[config.mk]
export PLATFORM = sky130hd
export DESIGN_NAME = arb_4_rr_flat
export DESIGN_NICKNAME = d
export VERILOG_FILES = /design/src/rtl/arb_pkg.sv /design/src/rtl/arb_4_rr_if.sv /design/src/rtl/enc_4_2_oh.sv /design/src/rtl/arb_4_rr.sv /design/src/flat_wrapper.sv
export SDC_FILE = /design/constraint.sdc
export NUM_CORES = 1
export LEC_CHECK = 0
export ABC_AREA = 1
export CORE_MARGIN = 5
export CORE_UTILIZATION = 45
export CTS_CLUSTER_SIZE = 28
export DETAILED_ROUTE_END_ITERATION = 10
export PLACE_DENSITY = 0.69
export SLEW_MARGIN = 20
export SYNTH_ARGS = -nofsm -noshare
export SYNTH_HDL_FRONTEND = slang
export SYNTH_HIERARCHICAL = 1
export SYNTH_SLANG_ARGS = --single-unit
[constraint.sdc]
create_clock -name clk -period 2.5 [get_ports clk]
set_clock_uncertainty 0.05 [all_clocks]
set_input_delay 0.5 -clock clk [delete_from_list [all_inputs] [get_ports clk]]
set_output_delay 0.5 -clock clk [all_outputs]
set_load 0.005 [all_outputs]
[src/rtl/arb_pkg.sv]
// Shared types and helpers for the 4-way round-robin arbiter.
package arb_pkg;

  localparam int N_REQ = 4;
  localparam int IDX_W = 2;

  typedef enum logic {
    ST_IDLE  = 1'b0,
    ST_GRANT = 1'b1
  } arb_state_t;

  // Rotate left by s: result[i] = v[(i - s) mod N_REQ].
  function automatic logic [N_REQ-1:0] rotl(input logic [N_REQ-1:0] v,
                                            input logic [IDX_W-1:0] s);
    logic [2*N_REQ-1:0] d;
    d = {v, v} << s;
    return d[2*N_REQ-1:N_REQ];
  endfunction

endpackage

[src/rtl/arb_4_rr_if.sv]
// Request/grant bundle between requesters (master) and the arbiter (slave).
// Optional lock signal exists only when ARB_LOCK_EN is defined.
interface arb_4_rr_if;
  import arb_pkg::*;

  // req is a level held by each requester for as long as it wants the
  // resource; gnt answers one cycle later and stays until the owner drops
  // req, pulses done for one cycle, or the hold limit fires timeout.
  logic [N_REQ-1:0] req;
  logic             done;
  logic [N_REQ-1:0] gnt;
  logic [IDX_W-1:0] gnt_idx;
  logic             gnt_vld;
  logic             timeout;
`ifdef ARB_LOCK_EN
  logic             lock;

  modport master (output req, done, lock, input gnt, gnt_idx, gnt_vld, timeout);
  modport slave  (input req, done, lock, output gnt, gnt_idx, gnt_vld, timeout);
`else
  modport master (output req, done, input gnt, gnt_idx, gnt_vld, timeout);
  modport slave  (input req, done, output gnt, gnt_idx, gnt_vld, timeout);
`endif

endinterface

[src/rtl/enc_4_2_oh.sv]
// Combinational one-hot to binary encoder; all-zero input gives vld=0, idx=0.
module enc_4_2_oh
  import arb_pkg::*;
(
  input  logic [N_REQ-1:0] oh,
  output logic [IDX_W-1:0] idx,
  output logic             vld
);

  assign idx = {oh[3] | oh[2], oh[3] | oh[1]};
  assign vld = |oh;

endmodule

[src/rtl/arb_4_rr.sv]
// 4-requester round-robin arbiter with done/req-drop/hold-limit release.
// Optional ARB_LOCK_EN adds a lock input that pins the current grant.
module arb_4_rr
  import arb_pkg::*;
#(
  parameter int MAX_HOLD = 15,
  parameter int HOLD_W   = 4,
  parameter int PTR_INIT = 3
) (
  input  logic       clk,
  input  logic       rst_n,
  arb_4_rr_if.slave  bus,
  output arb_state_t dbg_state
);

  localparam logic [HOLD_W-1:0] HOLD_LAST = HOLD_W'((MAX_HOLD == 0) ? 0 : MAX_HOLD - 1);
  localparam logic [HOLD_W-1:0] HOLD_SAT  = {HOLD_W{1'b1}};

  arb_state_t       state;
  logic [IDX_W-1:0] ptr;
  logic [IDX_W-1:0] idx_q;
  logic [IDX_W-1:0] nxt_idx;
  logic [HOLD_W-1:0] hold;
  logic [N_REQ-1:0] gnt_q;
  logic [N_REQ-1:0] rot_req;
  logic [N_REQ-1:0] rot_pick;
  logic [N_REQ-1:0] nxt_gnt;
  logic             nxt_vld;
  logic             lock_on;
  logic             owner_req;
  logic             done_rel;
  logic             limit_hit;
  logic             rel;

`ifdef ARB_LOCK_EN
  assign lock_on = bus.lock;
`else
  assign lock_on = 1'b0;
`endif

  // Rotate so bit 0 is requester ptr+1, take the lowest set bit, rotate back.
  assign rot_req  = rotl(bus.req, IDX_W'(N_REQ - 1) - ptr);
  assign rot_pick = rot_req & (~rot_req + N_REQ'(1));
  assign nxt_gnt  = rotl(rot_pick, ptr + IDX_W'(1));

  enc_4_2_oh u_enc (
    .oh  (nxt_gnt),
    .idx (nxt_idx),
    .vld (nxt_vld)
  );

  assign owner_req = |(bus.req & gnt_q);
  assign done_rel  = bus.done & ~lock_on;
  assign limit_hit = (MAX_HOLD != 0) && (hold == HOLD_LAST) && !lock_on;
  assign rel       = done_rel | ~owner_req | limit_hit;

  always_ff @(posedge clk or negedge rst_n) begin
    if (!rst_n) begin
      state <= ST_IDLE;
      ptr   <= IDX_W'(PTR_INIT);
      hold  <= '0;
      gnt_q <= '0;
      idx_q <= '0;
    end else if (state == ST_IDLE) begin
      if (nxt_vld) begin
        gnt_q <= nxt_gnt;
        idx_q <= nxt_idx;
        hold  <= '0;
        state <= ST_GRANT;
      end
    end else begin
      if (rel) begin
        ptr   <= idx_q;
        gnt_q <= '0;
        hold  <= '0;
        state <= ST_IDLE;
      end else if (!lock_on && hold != HOLD_SAT) begin
        hold <= hold + HOLD_W'(1);
      end
    end
  end

  // done in the same cycle as the limit wins, so timeout stays low then.
  assign bus.timeout = (state == ST_GRANT) && limit_hit && !bus.done;
  assign bus.gnt     = gnt_q;
  assign bus.gnt_idx = idx_q;
  assign bus.gnt_vld = |gnt_q;
  assign dbg_state   = state;

endmodule

[src/flat_wrapper.sv]
// flat-port wrapper written by rule: the top's interface ports become plain ports
module arb_4_rr_flat import arb_pkg::*;
#(
  parameter int MAX_HOLD = 15,
  parameter int HOLD_W   = 4,
  parameter int PTR_INIT = 3
)
  (clk, rst_n, dbg_state, bus_req, bus_done, bus_gnt, bus_gnt_idx, bus_gnt_vld, bus_timeout);
  arb_4_rr_if bus_i ();
  input  logic clk;
  input  logic rst_n;
  output arb_state_t dbg_state;
  input wire logic [$bits(bus_i.req)-1:0] bus_req;
  input wire logic [$bits(bus_i.done)-1:0] bus_done;
  output wire logic [$bits(bus_i.gnt)-1:0] bus_gnt;
  output wire logic [$bits(bus_i.gnt_idx)-1:0] bus_gnt_idx;
  output wire logic [$bits(bus_i.gnt_vld)-1:0] bus_gnt_vld;
  output wire logic [$bits(bus_i.timeout)-1:0] bus_timeout;
  assign bus_i.req = bus_req;
  assign bus_i.done = bus_done;
  assign bus_gnt = bus_i.gnt;
  assign bus_gnt_idx = bus_i.gnt_idx;
  assign bus_gnt_vld = bus_i.gnt_vld;
  assign bus_timeout = bus_i.timeout;
  arb_4_rr #(.MAX_HOLD(MAX_HOLD), .HOLD_W(HOLD_W), .PTR_INIT(PTR_INIT)) u_core (.clk(clk), .rst_n(rst_n), .bus(bus_i), .dbg_state(dbg_state));
endmodule
Word level (Yosys, flattened, before mapping)
Index checks and enable logic that the tools add are counted.
{"block": "op_classes", "bitwise_logic": 9, "n_mux": 10, "addsub": 4, "eq_ne": 4, "reduce_logical": 11, "shifts": 2}
{"op": "$mux W4", "n": 7}
{"op": "$shl A8 B2 Y8", "n": 2}
{"op": "$reduce_or A4 Y1", "n": 3}
{"op": "$add A4 B1 Y4 const B", "n": 2}
{"op": "$and A4 B4 Y4", "n": 2}
{"op": "$reduce_and A2 Y1", "n": 4}
{"op": "$eq A4 B4 Y1 const B", "n": 1}
{"op": "$ne A4 B4 Y1 const B", "n": 1}
{"op": "$not A4 Y4", "n": 1}
{"op": "$or A1 B1 Y1", "n": 4}
{"op": "$mux W1", "n": 3}
{"op": "$ne A3 B3 Y1 const B", "n": 1}
{"op": "$add A2 B1 Y2 const B", "n": 1}
{"op": "$logic_and A1 B1 Y1", "n": 2}
{"op": "$ne A2 B2 Y1 const B", "n": 1}
{"op": "$not A1 Y1", "n": 2}
{"op": "$reduce_bool A2 Y1", "n": 1}
{"op": "$sub A2 B2 Y2 const A", "n": 1}
{"op": "$logic_not A1 Y1", "n": 1}
{"block": "word_totals", "word_cells": 45, "in_bits": 7, "register_bits": 13, "out_inout_bits": 9}

Logic depth before layout (Yosys ltp)
Gate-level depths: netlist of the first run.
{"block": "depth", "ltp_word": 9, "depth_mapped": 18, "mapped_depth_nobuf": 18}

Modules after synthesis
Netlist of the first run, hierarchy kept.
{"module": "arb_4_rr", "area_each_um2": 962.2, "seq_area_each_um2": 327.8, "instances": 1, "cells_each": 134}
{"module": "enc_4_2_oh", "area_each_um2": 21.3, "seq_area_each_um2": 0.0, "instances": 1, "cells_each": 5}

Least setup slack after synthesis of the first run
OpenSTA, ideal clock, no wires.
{"block": "synth_timing", "path_kind": "register to register", "from": "register u_core.ptr[0]", "to": "register u_core.hold[0]", "t_arrival_ps": 1927, "path_buffers": 1, "synth_period_minus_slack_ps": 2098, "setup_ps": 121, "path_stages_with_launch": 18, "slack_ps": 402, "required_time_ps": 2329, "path_cell_list": "dfstp_2 buf_6 nand2_1 nand3_2 nand2_4 nand2_4 nor2_4 nand2_2 nand3_1 and2_1 nor2_1 nand2_1 inv_1 nand2_1 nand2_1 nand2_1 nand2_1 o21ai_1"}
{"block": "synth_between", "elab_chain_len": 9, "word_cells_on_any_way": 10, "classes_between": "add/sub: 3; shift: 2; bitwise: 2; reduce/logical: 3"}
{"item": "start: declaration", "line": "arb_4_rr.sv:20", "source": "logic [IDX_W-1:0] ptr;"}
{"item": "start signal: assignment", "line": "arb_4_rr.sv:60", "source": "ptr <= IDX_W'(PTR_INIT);"}
{"item": "start signal: assignment", "line": "arb_4_rr.sv:73", "source": "ptr <= idx_q;"}
{"item": "$sub A2 B2 Y2", "line": "arb_4_rr.sv:42", "source": "assign rot_req = rotl(bus.req, IDX_W'(N_REQ - 1) - ptr);"}
{"item": "$shl A8 B2 Y8", "line": "arb_pkg.sv:16", "source": "d = {v, v} << s;"}
{"item": "$not A4 Y4", "line": "arb_4_rr.sv:43", "source": "assign rot_pick = rot_req & (~rot_req + N_REQ'(1));"}
{"item": "$add A4 B1 Y4", "line": "arb_4_rr.sv:43"}
{"item": "$and A4 B4 Y4", "line": "arb_4_rr.sv:43"}
{"item": "$shl A8 B2 Y8 (*)", "line": "arb_pkg.sv:16"}
{"item": "net u_core.nxt_gnt[3]", "line": "arb_4_rr.sv:27", "source": "logic [N_REQ-1:0] nxt_gnt;"}
{"item": "$reduce_or A4 Y1 (*)", "line": "enc_4_2_oh.sv:11", "source": "assign vld = |oh;"}
{"item": "net u_core.nxt_vld", "line": "arb_4_rr.sv:28", "source": "logic nxt_vld;"}
{"item": "$reduce_bool A2 Y1 (no line) (*)"}
{"item": "$reduce_and A2 Y1 (no line) (*)"}
{"item": "end signal: assignment", "line": "arb_4_rr.sv:78", "source": "hold <= hold + HOLD_W'(1);"}
{"item": "end: declaration", "line": "arb_4_rr.sv:23", "source": "logic [HOLD_W-1:0] hold;"}
Mark *: on every way through the listed nets, which the timed path passes. The rest lies on a longest branch.
A chain may end at the register's enable or synchronous reset.

Final worst setup path of the first run
{"block": "layout_timing", "from": "input port bus_req[0]", "to": "register u_core.idx_q[0], in the netlist u_core/bus.gnt_idx[0]"}
{"block": "layout_between", "elab_chain_len": 7, "word_cells_on_any_way": 8, "classes_between": "add/sub: 1; shift: 2; bitwise: 3; reduce/logical: 2"}
{"item": "start: declaration", "line": "flat_wrapper.sv:13", "source": "input wire logic [$bits(bus_i.req)-1:0] bus_req;"}
{"item": "$shl A8 B2 Y8 (*)", "line": "arb_pkg.sv:16"}
{"item": "$not A4 Y4", "line": "arb_4_rr.sv:43"}
{"item": "$add A4 B1 Y4", "line": "arb_4_rr.sv:43"}
{"item": "$and A4 B4 Y4 (*)", "line": "arb_4_rr.sv:43"}
{"item": "$shl A8 B2 Y8 (*)", "line": "arb_pkg.sv:16"}
{"item": "net u_core.nxt_gnt[2]", "line": "arb_4_rr.sv:27"}
{"item": "$reduce_or A4 Y1 (*)", "line": "enc_4_2_oh.sv:11"}
{"item": "net u_core.nxt_vld", "line": "arb_4_rr.sv:28"}
{"item": "$reduce_and A2 Y1 (no line) (*)"}
{"item": "end signal: assignment", "line": "arb_4_rr.sv:67", "source": "idx_q <= nxt_idx;"}
{"item": "end: declaration", "line": "arb_4_rr.sv:21", "source": "logic [IDX_W-1:0] idx_q;"}
Marked as above.

==> insert_results.sql, run 1 <==
INSERT INTO impl_metrics (metric_group, metric, value, unit) VALUES
('die', 'rows', '17', ''),
('yosys', 'post_synth_and_or_nand_nor_area_fraction', '50.9', '%'),
('yosys', 'synth_top_cells_by_count', 'sky130_fd_sc_hd__nand2_1 (40), sky130_fd_sc_hd__nand3_1 (24), sky130_fd_sc_hd__dfrtp_1 (11), sky130_fd_sc_hd__inv_1 (11), sky130_fd_sc_hd__nor2_1 (7)', ''),
('yosys', 'synth_seq_cells', '13', ''),
('clock_network', 'clock_slew_at_reported_path_ffs', '0.08', 'ns'),
('power_and_ir_drop', 'cellLeakagePower', '0.683', 'nW'),
('power_and_ir_drop', 'cellPowerDensity', '1520', 'mW/mm^2'),
('yosys', 'synthDominantCellAreaShare', '28.0', '%'),
('power_and_ir_drop', 'net_sw_share', '48.1', '%'),
('timing', 'setup_slack', '0.137', 'ns'),
('clock_network', 'number_of_buffers_created_by_cts', '3', ''),
('finish', 'finalCoreUtilization', '61.3', '%'),
('yosys', 'syn-cell-area', '983', 'sq um'),
('die', 'die_footprint', '0.00322', 'sq mm'),
('clock_network', 'cts-root-to-sink-buffers', '2', ''),
('power_and_ir_drop', 'irDropWorstVdd', '897', 'uV'),
('clock_network', 'clk_latency', '0.28', 'ns'),
('worst_setup_path', 'worst-endpoint-required', '2.62', 'ns'),
('yosys', 'multiplexer_area_fraction_after_synthesis', '0', '%'),
('yosys', 'number_of_flops_mapped_to_enable_cells_by_yosys', '0', ''),
('placement', 'post-place-cells', '194', ''),
('timing', 'fmaxAchievable', '423', 'MHz'),
('detailed_routing', 'post_drt_wl_per_cell', '12.5', 'microns'),
('detailed_routing', 'detail-route-antenna-nets', '0', ''),
('detailed_routing', 'via_count', '1048', ''),
('timing', 'slew_headroom', '60.0', '%'),
('worst_setup_path', 'path_max_fanout', '7', ''),
('grt', 'number_of_antenna_violations_at_the_first_check_in_global_routing', '0', ''),
('timing', 'timing.final.crit_share', '94.5', '%'),
('placement', 'pre_cts_ws', '-0.228', 'ns'),
('yosys', 'yosys.cell_count.top_type', 'sky130_fd_sc_hd__nand2_1', ''),
('die', 'fp.dieH', '56.8', 'microns'),
('yosys', 'syn_inst', '139', ''),
('finish', 'final_cell_count_no_fill', '199', ''),
('clock_network', 'cts_tree', 'built', ''),
('clock_network', 'holdBufCountCts', '0', ''),
('finish', 'post_route_cells_drive_above_1_share', '25.1', '%'),
('clock_network', 'root_driver', 'sky130_fd_sc_hd__clkbuf_4', ''),
('outcome', 'status', 'finished, final reports clean', ''),
('yosys', 'synth_top_family_by_area', 'simple AND/OR/NAND/NOR gates', ''),
('worst_setup_path', 'crit_path_end_kind', 'flop', ''),
('yosys', 'post_synth_num_cell_types', '24', ''),
('timing', 'post-route-min-period', '2.36', 'ns'),
('detailed_routing', 'via_per_inst', '5.27', ''),
('timing', 'hold_viol', '0', ''),
('power_and_ir_drop', 'share_of_total_power_in_sequential_cells', '19.4', '%'),
('placement', 'placed_area', '0.00125', 'sq mm'),
('die', 'initial_core_utilization', '45.8', '%'),
('yosys', 'synth_compound_gate_area_share', '3.31', '%'),
('yosys', 'synthAdderAreaFrac', '2.54', '%'),
('placement', 'buffer_ports.inserted', '15', ''),
('placement', 'gp_congestion', '0.833', ''),
('die', 'floorplan.die.width', '56.8', 'microns'),
('yosys', 'synth_xor_area_share', '2.67', '%'),
('power_and_ir_drop', 'combPwrFrac', '73.9', '%'),
('power_and_ir_drop', 'switching_power', '0.000961', 'W'),
('yosys', 'synth_top_cell_by_area', 'sky130_fd_sc_hd__dfrtp_1', ''),
('yosys', 'synth.yosys.seq_area_share', '33.3', '%'),
('finish', 'fillerInstances', '209', ''),
('placement', 'hpwl', '1900', 'microns'),
('worst_setup_path', 'worst_setup_sp_type', 'input port', ''),
('die', 'core', '0.00215', 'sq mm'),
('yosys', 'main_flop_type_after_synthesis', 'sky130_fd_sc_hd__dfrtp_1', ''),
('timing', 'final-max-slew-violation-count', '0', ''),
('timing', 'tightest_slew', '0.598', 'ns'),
('grt', 'grt_first_pass_wirelength', '4150', 'microns'),
('finish', 'total_nets_final', '181', ''),
('detailed_routing', 'drc', '0', ''),
('detailed_routing', 'detail_route.wirelength', '2500', 'microns'),
('power_and_ir_drop', 'cellInternalPower', '0.00104', 'W'),
('hold_path', 'hp-class', 'flop to flop', '');
state kept, by name (all words and copies together), names as in the netlist:
signal,cells
u_core/hold,4
u_core/bus.gnt_idx,2
u_core/dbg_state,1
u_core/bus.gnt,4
u_core/ptr,2
power groups by stage:
stage                     Sequential, W  Combinational [W]  Clock (W)
final                          0.000388            0.00148   0.000134
after global routing           0.000402            0.00165   0.000147
after CTS                      0.000393            0.00139   0.000136
after detailed placement       0.000396            0.00138          0
after global placement         0.000397            0.00135          0
after floorplan                0.000378           0.000873          0
through the flow:
stage	hold slack, ns	setup TNS (ns)	power, W
final	0.457	0	0.00200
after global routing	0.501	-0.0758	0.00219
after CTS	0.456	0	0.00192
after detailed placement	0.435	-1.44	0.00178
after global placement	0.431	-0.967	0.00174
after floorplan	0.154	0	0.00125
worst max-delay path, cell delays in order:
cell,delay [ns]
sky130_fd_sc_hd__clkdlybuf4s50_1,0.45
sky130_fd_sc_hd__nand2_1,0.12
sky130_fd_sc_hd__nand3_2,0.11
sky130_fd_sc_hd__nand2_4,0.12
sky130_fd_sc_hd__nand2_4,0.05
sky130_fd_sc_hd__nor2_4,0.12
sky130_fd_sc_hd__nand2_2,0.07
sky130_fd_sc_hd__nand3_1,0.10
sky130_fd_sc_hd__and2_1,0.16
sky130_fd_sc_hd__nor2_1,0.06
sky130_fd_sc_hd__nand2_1,0.06
sky130_fd_sc_hd__inv_1,0.08
sky130_fd_sc_hd__nor2_2,0.24
sky130_fd_sc_hd__inv_1,0.13
sky130_fd_sc_hd__nand2_1,0.07
sky130_fd_sc_hd__nand2_1,0.05
final cells by class:
class | count | area [sq um] | area share, %
Tap cell | 28 | 35.0 | 2.66
Clock buffer | 4 | 26.3 | 2.00
Multi-Input combinational cell | 109 | 607 | 46.1
Inverter | 16 | 60.1 | 4.56
Timing Repair Buffer | 29 | 260 | 19.8
Sequential cell | 13 | 328 | 24.9
final timing paths:
path	start	endpoint	slack, ns	cells past startpoint
worst max-delay path	bus_req[0]	u_core/bus.gnt_idx[0]	0.14	16
worst min-delay path	u_core/bus.gnt_idx[1]	u_core/bus.gnt_idx[1]	0.46	2
max in group asynchronous	rst_n	u_core/bus.gnt[0]	1.47	1
worst max register to register	u_core/ptr[0]	u_core/bus.gnt_idx[0]	0.16	16
min in group asynchronous	rst_n	u_core/dbg_state	0.54	1
worst min register to register	u_core/bus.gnt_idx[1]	u_core/bus.gnt_idx[1]	0.46	2
placed cells by master (no fill, tap or decap):
master,Yosys,layout
sky130_fd_sc_hd__buf_4,0,14
sky130_fd_sc_hd__clkbuf_4,0,3
sky130_fd_sc_hd__nand2_2,6,5
sky130_fd_sc_hd__and2_1,4,4
sky130_fd_sc_hd__nand2_1,40,38
sky130_fd_sc_hd__dfrtp_1,11,11
sky130_fd_sc_hd__dlymetal6s2s_1,0,2
sky130_fd_sc_hd__nand2_4,3,6
sky130_fd_sc_hd__ha_1,2,2
sky130_fd_sc_hd__dfstp_2,2,2
sky130_fd_sc_hd__a21oi_1,4,4
sky130_fd_sc_hd__o31ai_1,1,1
sky130_fd_sc_hd__inv_2,5,5
sky130_fd_sc_hd__or2_1,1,1
sky130_fd_sc_hd__nor2_1,7,6
sky130_fd_sc_hd__o21ai_1,1,1
sky130_fd_sc_hd__nor2_2,2,3
sky130_fd_sc_hd__clkbuf_1,0,1
sky130_fd_sc_hd__xnor2_1,1,1
sky130_fd_sc_hd__nor3_1,2,2
sky130_fd_sc_hd__nor2_4,1,1
sky130_fd_sc_hd__nand3_2,4,4
sky130_fd_sc_hd__nand3b_1,2,2
sky130_fd_sc_hd__xor2_1,2,2
sky130_fd_sc_hd__inv_1,11,11
sky130_fd_sc_hd__nand4_1,2,2
sky130_fd_sc_hd__nand3_1,24,24
sky130_fd_sc_hd__clkdlybuf4s50_1,0,13
metal layers:
metal  GRT usage (%)  up-vias  wire, microns
met5               0        -              0
li1                -      513              -
met3            3.91       10            150
met2            29.0       37           1240
met4            6.29        0             50
met1            17.9      488           1050
kinds of logic after synthesis:
| group | Yosys count |
|---|---|
| simple gates | 98 |
| buf+inv | 17 |
| flops | 13 |
| compound gates | 6 |
| xor+xnor | 3 |
| fa+ha+maj | 2 |
timing repair:
action                     CTS  global route
setup endpoints to repair    0            10
resized for setup            0             8
setup buffers                0             1
No activity file was read; power rests on OpenSTA's default activity.
==> run 2: changes to the inputs <==
Settings changed: CTS_CLUSTER_DIAMETER set to 150.
==> results of run 2 <==
The final DEF is identical to that of run 1; final timing and power are the same.
